--- config.mk ---
export PLATFORM = sky130hd
export DESIGN_NAME = iq_unpack
export DESIGN_NICKNAME = d
export VERILOG_FILES = /design/src/rtl/iq_unpack.sv
export SDC_FILE = /design/constraint.sdc
export NUM_CORES = 1
export LEC_CHECK = 0
export BUFFER_PORTS_ARGS = -buffer_cell sky130_fd_sc_hd__buf_2
export CAP_MARGIN = 20
export CELL_PAD_IN_SITES_DETAIL_PLACEMENT = 1
export CELL_PAD_IN_SITES_GLOBAL_PLACEMENT = 2
export CORE_ASPECT_RATIO = 1.4
export CORE_MARGIN = 4
export CORE_UTILIZATION = 28
export CTS_CLUSTER_SIZE = 30
export DETAILED_ROUTE_END_ITERATION = 10
export GPL_TIMING_DRIVEN = 0
export PLACE_DENSITY_LB_ADDON = 0.25
export SLEW_MARGIN = 20
export SYNTH_ARGS = -nofsm -noshare
export SYNTH_HDL_FRONTEND = slang
export SYNTH_SLANG_ARGS = --single-unit
--- constraint.sdc ---
create_clock -name clock -period 4.6 [get_ports clock]
set_input_delay 0 -clock clock [delete_from_list [all_inputs] [get_ports clock]]
set_output_delay 0 -clock clock [all_outputs]
set_load 0.03 [all_outputs]
--- src/rtl/iq_unpack.sv ---
// Interleaved I/Q byte unpacker: assembles I_lo,I_hi,Q_lo,Q_hi into sign-extended,
// Q-format-scaled I and Q words written as a pair. Define IQ_COUNT_EN to add sample_count.
module iq_unpack #(
  parameter int DATA_WIDTH = 32,
  parameter int BYTE_WIDTH = 8,
  parameter int QUANT_BITS = 10
) (
  input  logic                  clock,
  input  logic                  reset,
  input  logic [BYTE_WIDTH-1:0] in_dout,
  input  logic                  in_empty,
  output logic                  in_rd_en,
  output logic [DATA_WIDTH-1:0] i_out,
  output logic                  i_wr_en,
  input  logic                  i_full,
  output logic [DATA_WIDTH-1:0] q_out,
  output logic                  q_wr_en,
  input  logic                  q_full
`ifdef IQ_COUNT_EN
  ,
  output logic [31:0]           sample_count
`endif
);

  localparam int COMP_WIDTH = 2 * BYTE_WIDTH;

  localparam logic [2:0] S_I_LO  = 3'd0;
  localparam logic [2:0] S_I_HI  = 3'd1;
  localparam logic [2:0] S_Q_LO  = 3'd2;
  localparam logic [2:0] S_Q_HI  = 3'd3;
  localparam logic [2:0] S_WRITE = 3'd4;

  logic [2:0]            state_q, state_d;
  logic [BYTE_WIDTH-1:0] i_lo_q, i_lo_d;
  logic [BYTE_WIDTH-1:0] i_hi_q, i_hi_d;
  logic [BYTE_WIDTH-1:0] q_lo_q, q_lo_d;
  logic [BYTE_WIDTH-1:0] q_hi_q, q_hi_d;

  logic                  pop;
  logic                  write;
  logic [COMP_WIDTH-1:0] i_word;
  logic [COMP_WIDTH-1:0] q_word;
  logic [DATA_WIDTH-1:0] i_scaled;
  logic [DATA_WIDTH-1:0] q_scaled;

  // Handshakes are masked during reset so nothing moves in the reset cycle.
  assign pop   = (state_q != S_WRITE) && !in_empty && !reset;
  assign write = (state_q == S_WRITE) && !i_full && !q_full && !reset;

  always_comb begin
    // NOTE: every output of this block gets a default first, so no path can infer a latch.
    state_d = state_q;
    i_lo_d  = i_lo_q;
    i_hi_d  = i_hi_q;
    q_lo_d  = q_lo_q;
    q_hi_d  = q_hi_q;
    case (state_q)
      S_I_LO: begin
        if (pop) begin
          i_lo_d  = in_dout;
          state_d = S_I_HI;
        end
      end
      S_I_HI: begin
        if (pop) begin
          i_hi_d  = in_dout;
          state_d = S_Q_LO;
        end
      end
      S_Q_LO: begin
        if (pop) begin
          q_lo_d  = in_dout;
          state_d = S_Q_HI;
        end
      end
      S_Q_HI: begin
        if (pop) begin
          q_hi_d  = in_dout;
          state_d = S_WRITE;
        end
      end
      S_WRITE: begin
        if (write) begin
          state_d = S_I_LO;
        end
      end
      default: state_d = S_I_LO;
    endcase
  end

  // NOTE: sequential state uses non-blocking assignments so all registers update together.
  always_ff @(posedge clock) begin
    if (reset) begin
      state_q <= S_I_LO;
      i_lo_q  <= '0;
      i_hi_q  <= '0;
      q_lo_q  <= '0;
      q_hi_q  <= '0;
    end else begin
      state_q <= state_d;
      i_lo_q  <= i_lo_d;
      i_hi_q  <= i_hi_d;
      q_lo_q  <= q_lo_d;
      q_hi_q  <= q_hi_d;
    end
  end

  // Casting the signed 16-bit word to DATA_WIDTH sign-extends; the shift then truncates.
  assign i_word   = {i_hi_q, i_lo_q};
  assign q_word   = {q_hi_q, q_lo_q};
  assign i_scaled = DATA_WIDTH'($signed(i_word)) << QUANT_BITS;
  assign q_scaled = DATA_WIDTH'($signed(q_word)) << QUANT_BITS;

  assign in_rd_en = pop;
  assign i_wr_en  = write;
  assign q_wr_en  = write;
  assign i_out    = write ? i_scaled : '0;
  assign q_out    = write ? q_scaled : '0;

`ifdef IQ_COUNT_EN
  logic [31:0] count_q, count_d;

  assign count_d = write ? count_q + 32'd1 : count_q;

  always_ff @(posedge clock) begin
    if (reset) begin
      count_q <= '0;
    end else begin
      count_q <= count_d;
    end
  end

  assign sample_count = count_q;
`endif

endmodule

==> run_summary.xml <==
<?xml version="1.0" encoding="UTF-8"?>
<metrics>
  <group name="placement">
    <metric name="place_congestion" unit="">0.756</metric>
    <metric name="number_of_input_and_output_port_buffers_inserted" unit="">59</metric>
    <metric name="hpwl" unit="um">4220</metric>
    <metric name="placed_cells" unit="">377</metric>
    <metric name="placedInstanceArea" unit="mm^2">0.00235</metric>
  </group>
  <group name="min_path">
    <metric name="worst_min_path_class" unit="">primary input to flip-flop</metric>
  </group>
  <group name="layout">
    <metric name="number_of_fill_cells" unit="">846</metric>
    <metric name="combined_area_of_the_multi_input_logic_cells" unit="um^2">926</metric>
    <metric name="finalInstanceArea" unit="mm^2">0.00243</metric>
    <metric name="flow.area_growth_from_synthesis" unit="%">29.0</metric>
    <metric name="design.final.nets" unit="">323</metric>
    <metric name="antennaDiodeCount" unit="">0</metric>
    <metric name="finish.cell_count_without_fillers" unit="">384</metric>
    <metric name="ff_latch_area" unit="um^2">701</metric>
    <metric name="post_route_cells_drive_above_1_share" unit="">0.361</metric>
  </group>
  <group name="synth">
    <metric name="synth_seq_area_share" unit="">0.371</metric>
    <metric name="number_of_enable_type_register_cells_in_the_synthesized_netlist" unit="">0</metric>
    <metric name="synth_area_per_inst" unit="um^2">8.39</metric>
    <metric name="yosysWarningCount" unit="">0</metric>
    <metric name="postSynthCellCount" unit="">225</metric>
    <metric name="yosys_register_bits" unit="">35</metric>
    <metric name="postSynth.asyncResetShare" unit="">0</metric>
    <metric name="syn_area" unit="mm^2">0.00189</metric>
    <metric name="dominant_synthesized_flop_cell" unit="">sky130_fd_sc_hd__dfxtp_1</metric>
    <metric name="netlist-cell-type-count" unit="">26</metric>
  </group>
  <group name="timing">
    <metric name="timing_worst_slew_pin_value" unit="ns">0.859</metric>
    <metric name="rsz_0062_raised_after_global_routing" unit="">false</metric>
    <metric name="max-slew-margin-rel" unit="">0.423</metric>
    <metric name="fmax" unit="MHz">511</metric>
    <metric name="final_max_slew_viol_count" unit="">0</metric>
    <metric name="final_hold_viol_count" unit="">0</metric>
    <metric name="fin_crit_sh" unit="">0.426</metric>
    <metric name="finalCriticalPeriod" unit="ns">1.96</metric>
    <metric name="setup_tns" unit="ns">0</metric>
    <metric name="fin_worst_skew" unit="ns">0.00630</metric>
    <metric name="hold-worst-slack" unit="ns">0.00798</metric>
    <metric name="report.final.setup_viol" unit="">0</metric>
  </group>
  <group name="global_route">
    <metric name="wire_length_of_the_first_global_routing_pass" unit="um">9230</metric>
    <metric name="number_of_global_route_vias_before_repair" unit="">1822</metric>
    <metric name="groute.usage.overall" unit="">0.144</metric>
    <metric name="grt_remaining_overflow" unit="">0</metric>
    <metric name="maximum_number_of_pins_on_one_net_before_global_route_repair" unit="">12</metric>
    <metric name="grt_antenna_before_repair" unit="">0</metric>
  </group>
  <group name="clock_network">
    <metric name="numCtsBuffers" unit="">5</metric>
    <metric name="clockBufferDepth" unit="">2</metric>
    <metric name="htree_levels" unit="">2</metric>
    <metric name="clock-sinks" unit="">35</metric>
    <metric name="cts_resized" unit="">0</metric>
    <metric name="clock_tree.root_cell" unit="">sky130_fd_sc_hd__clkbuf_8</metric>
    <metric name="cts_tree" unit="">yes</metric>
    <metric name="number_of_buffers_added_to_fix_hold_violations_after_cts" unit="">0</metric>
    <metric name="post_cts_buffers" unit="">0</metric>
    <metric name="clkLatencyLatePin" unit="ns">0.28</metric>
    <metric name="cts.reportedPaths.clkPinSlew" unit="ns">0.07</metric>
  </group>
  <group name="run">
    <metric name="number_of_maximum_capacitance_violations" unit="">0</metric>
  </group>
  <group name="setup_path">
    <metric name="cp_max_fo" unit="">10</metric>
    <metric name="timing.critical_path.arrival" unit="ns">2.17</metric>
    <metric name="required" unit="ns">4.81</metric>
    <metric name="timing_worst_setup_path_type" unit="">flip-flop to flip-flop</metric>
    <metric name="critical_path.endpoint_type" unit="">flip-flop</metric>
    <metric name="critPathLaunchType" unit="">flip-flop</metric>
  </group>
  <group name="route">
    <metric name="drt-vias-per-instance" unit="">4.51</metric>
    <metric name="postRouteAntennaNets" unit="">0</metric>
    <metric name="drt_iter0_drc" unit="">87</metric>
    <metric name="route.detailed.wl_per_inst" unit="um">14.4</metric>
    <metric name="dr_total_vias" unit="">1732</metric>
    <metric name="detailedRoute.firstPassIterationCount" unit="">4</metric>
    <metric name="route.final.wire_length" unit="um">5530</metric>
    <metric name="drc_errors" unit="">0</metric>
  </group>
  <group name="power">
    <metric name="power-per-cell-area" unit="mW/mm^2">264</metric>
    <metric name="ir_drop" unit="V">0.000112</metric>
    <metric name="totalPowerFinal" unit="mW">0.643</metric>
    <metric name="cellLeakagePower" unit="nW">1.19</metric>
  </group>
  <group name="die">
    <metric name="die_w" unit="um">77.4</metric>
    <metric name="std_cell_rows" unit="">35</metric>
    <metric name="die_ht" unit="um">105</metric>
    <metric name="initial_utilization" unit="">0.287</metric>
    <metric name="floorplan.core_area" unit="mm^2">0.00657</metric>
    <metric name="design.portCount" unit="">80</metric>
    <metric name="full_die_area" unit="mm^2">0.00813</metric>
  </group>
  <group name="status">
    <metric name="run_status" unit="">finished clean</metric>
  </group>
</metrics>
[worst max-delay path: stages, from the launching register on]
cell                       delay, ns
sky130_fd_sc_hd__dfxtp_1        0.31
sky130_fd_sc_hd__buf_6          0.13
sky130_fd_sc_hd__nor4b_2        0.68
sky130_fd_sc_hd__clkbuf_1       0.45
sky130_fd_sc_hd__nand3_1        0.14
sky130_fd_sc_hd__a21oi_1        0.16
[synth_stat cells, types with 2 or more instances]
cell	count	area, um^2
sky130_fd_sc_hd__mux2_4	8	120
sky130_fd_sc_hd__nor2b_1	10	62.6
sky130_fd_sc_hd__buf_1	2	7.51
sky130_fd_sc_hd__buf_6	2	22.5
sky130_fd_sc_hd__buf_4	33	248
sky130_fd_sc_hd__and2_1	32	200
sky130_fd_sc_hd__nand3_1	24	120
sky130_fd_sc_hd__o21ai_0	24	120
sky130_fd_sc_hd__clkbuf_1	12	45.0
sky130_fd_sc_hd__or3_1	2	12.5
sky130_fd_sc_hd__a21oi_1	25	125
sky130_fd_sc_hd__nor3_1	3	15.0
sky130_fd_sc_hd__dfxtp_1	35	701
[per-layer routing]
| metal | track usage | share of wire | vias to the layer above |
|---|---|---|---|
| met5 | 0 | 0 | - |
| met4 | 0.0547 | 0.023 | 0 |
| met3 | 0.0293 | 0.056 | 8 |
| met2 | 0.254 | 0.51 | 60 |
| met1 | 0.168 | 0.41 | 789 |
| li1 | - | - | 875 |
[power breakdown]
group	switching [mW]	internal, mW	total, mW
registers	0.00455	0.311	0.316
logic	0.0649	0.0307	0.0956
clock network	0.113	0.118	0.231
[cell families after synthesis]
family                 Yosys count  synth area share
buffers and inverters           51             0.176
other                            1           0.00199
flip-flops                      35             0.371
multiplexers                     8            0.0637
AND/OR/NAND/NOR                 78             0.245
AO/OA/AOI/OAI                   51             0.138
XOR/XNOR                         1           0.00464
[path summary, 6_finish.rpt]
path,from,to,slack (ns),depth (start not counted)
max,state_q[2],i_hi_q[2],2.64,5
min,in_dout[0],i_lo_q[0],0.008,3
max reg2reg,state_q[2],i_hi_q[2],2.64,5
min reg2reg,q_hi_q[6],q_hi_q[6],0.47,2
[sequential cells by signal (all words and copies together), names as in the netlist]
signal,cells
i_hi_q,8
i_lo_q,8
q_hi_q,8
q_lo_q,8
state_q,3
[per-stage QoR]
stage	setup slack, ns	utilization
final	2.64	0.370
after detailed placement	2.62	0.357
after global routing	2.47	0.370
after global placement	2.69	0.357
after floorplan	2.82	-
after CTS	2.60	0.370
[area by class of cell]
cell class                      count  area share
Multi-Input combinational cell    158       0.380
Sequential cell                    35       0.288
Buffer                             50       0.135
Timing Repair Buffer               59       0.121
Tap cell                           74      0.0380
Clock buffer                        6      0.0339
Clock inverter                      1     0.00206
Inverter                            1     0.00154
[cell usage in the layout (no fill, tap or decap), types with 2 or more instances in the layout]
cell,netlist,final
sky130_fd_sc_hd__nor3_1,3,3
sky130_fd_sc_hd__and2_1,32,32
sky130_fd_sc_hd__buf_1,2,2
sky130_fd_sc_hd__conb_1,1,20
sky130_fd_sc_hd__o21ai_0,24,24
sky130_fd_sc_hd__a21oi_1,25,25
sky130_fd_sc_hd__mux2_4,8,8
sky130_fd_sc_hd__buf_4,33,33
sky130_fd_sc_hd__nand3_1,24,24
sky130_fd_sc_hd__clkbuf_1,12,12
sky130_fd_sc_hd__buf_2,1,60
sky130_fd_sc_hd__dfxtp_1,35,35
sky130_fd_sc_hd__nor2b_1,10,10
sky130_fd_sc_hd__clkbuf_8,0,6
sky130_fd_sc_hd__or3_1,2,2
sky130_fd_sc_hd__buf_6,2,2
(Power assumes the default switching activity.)
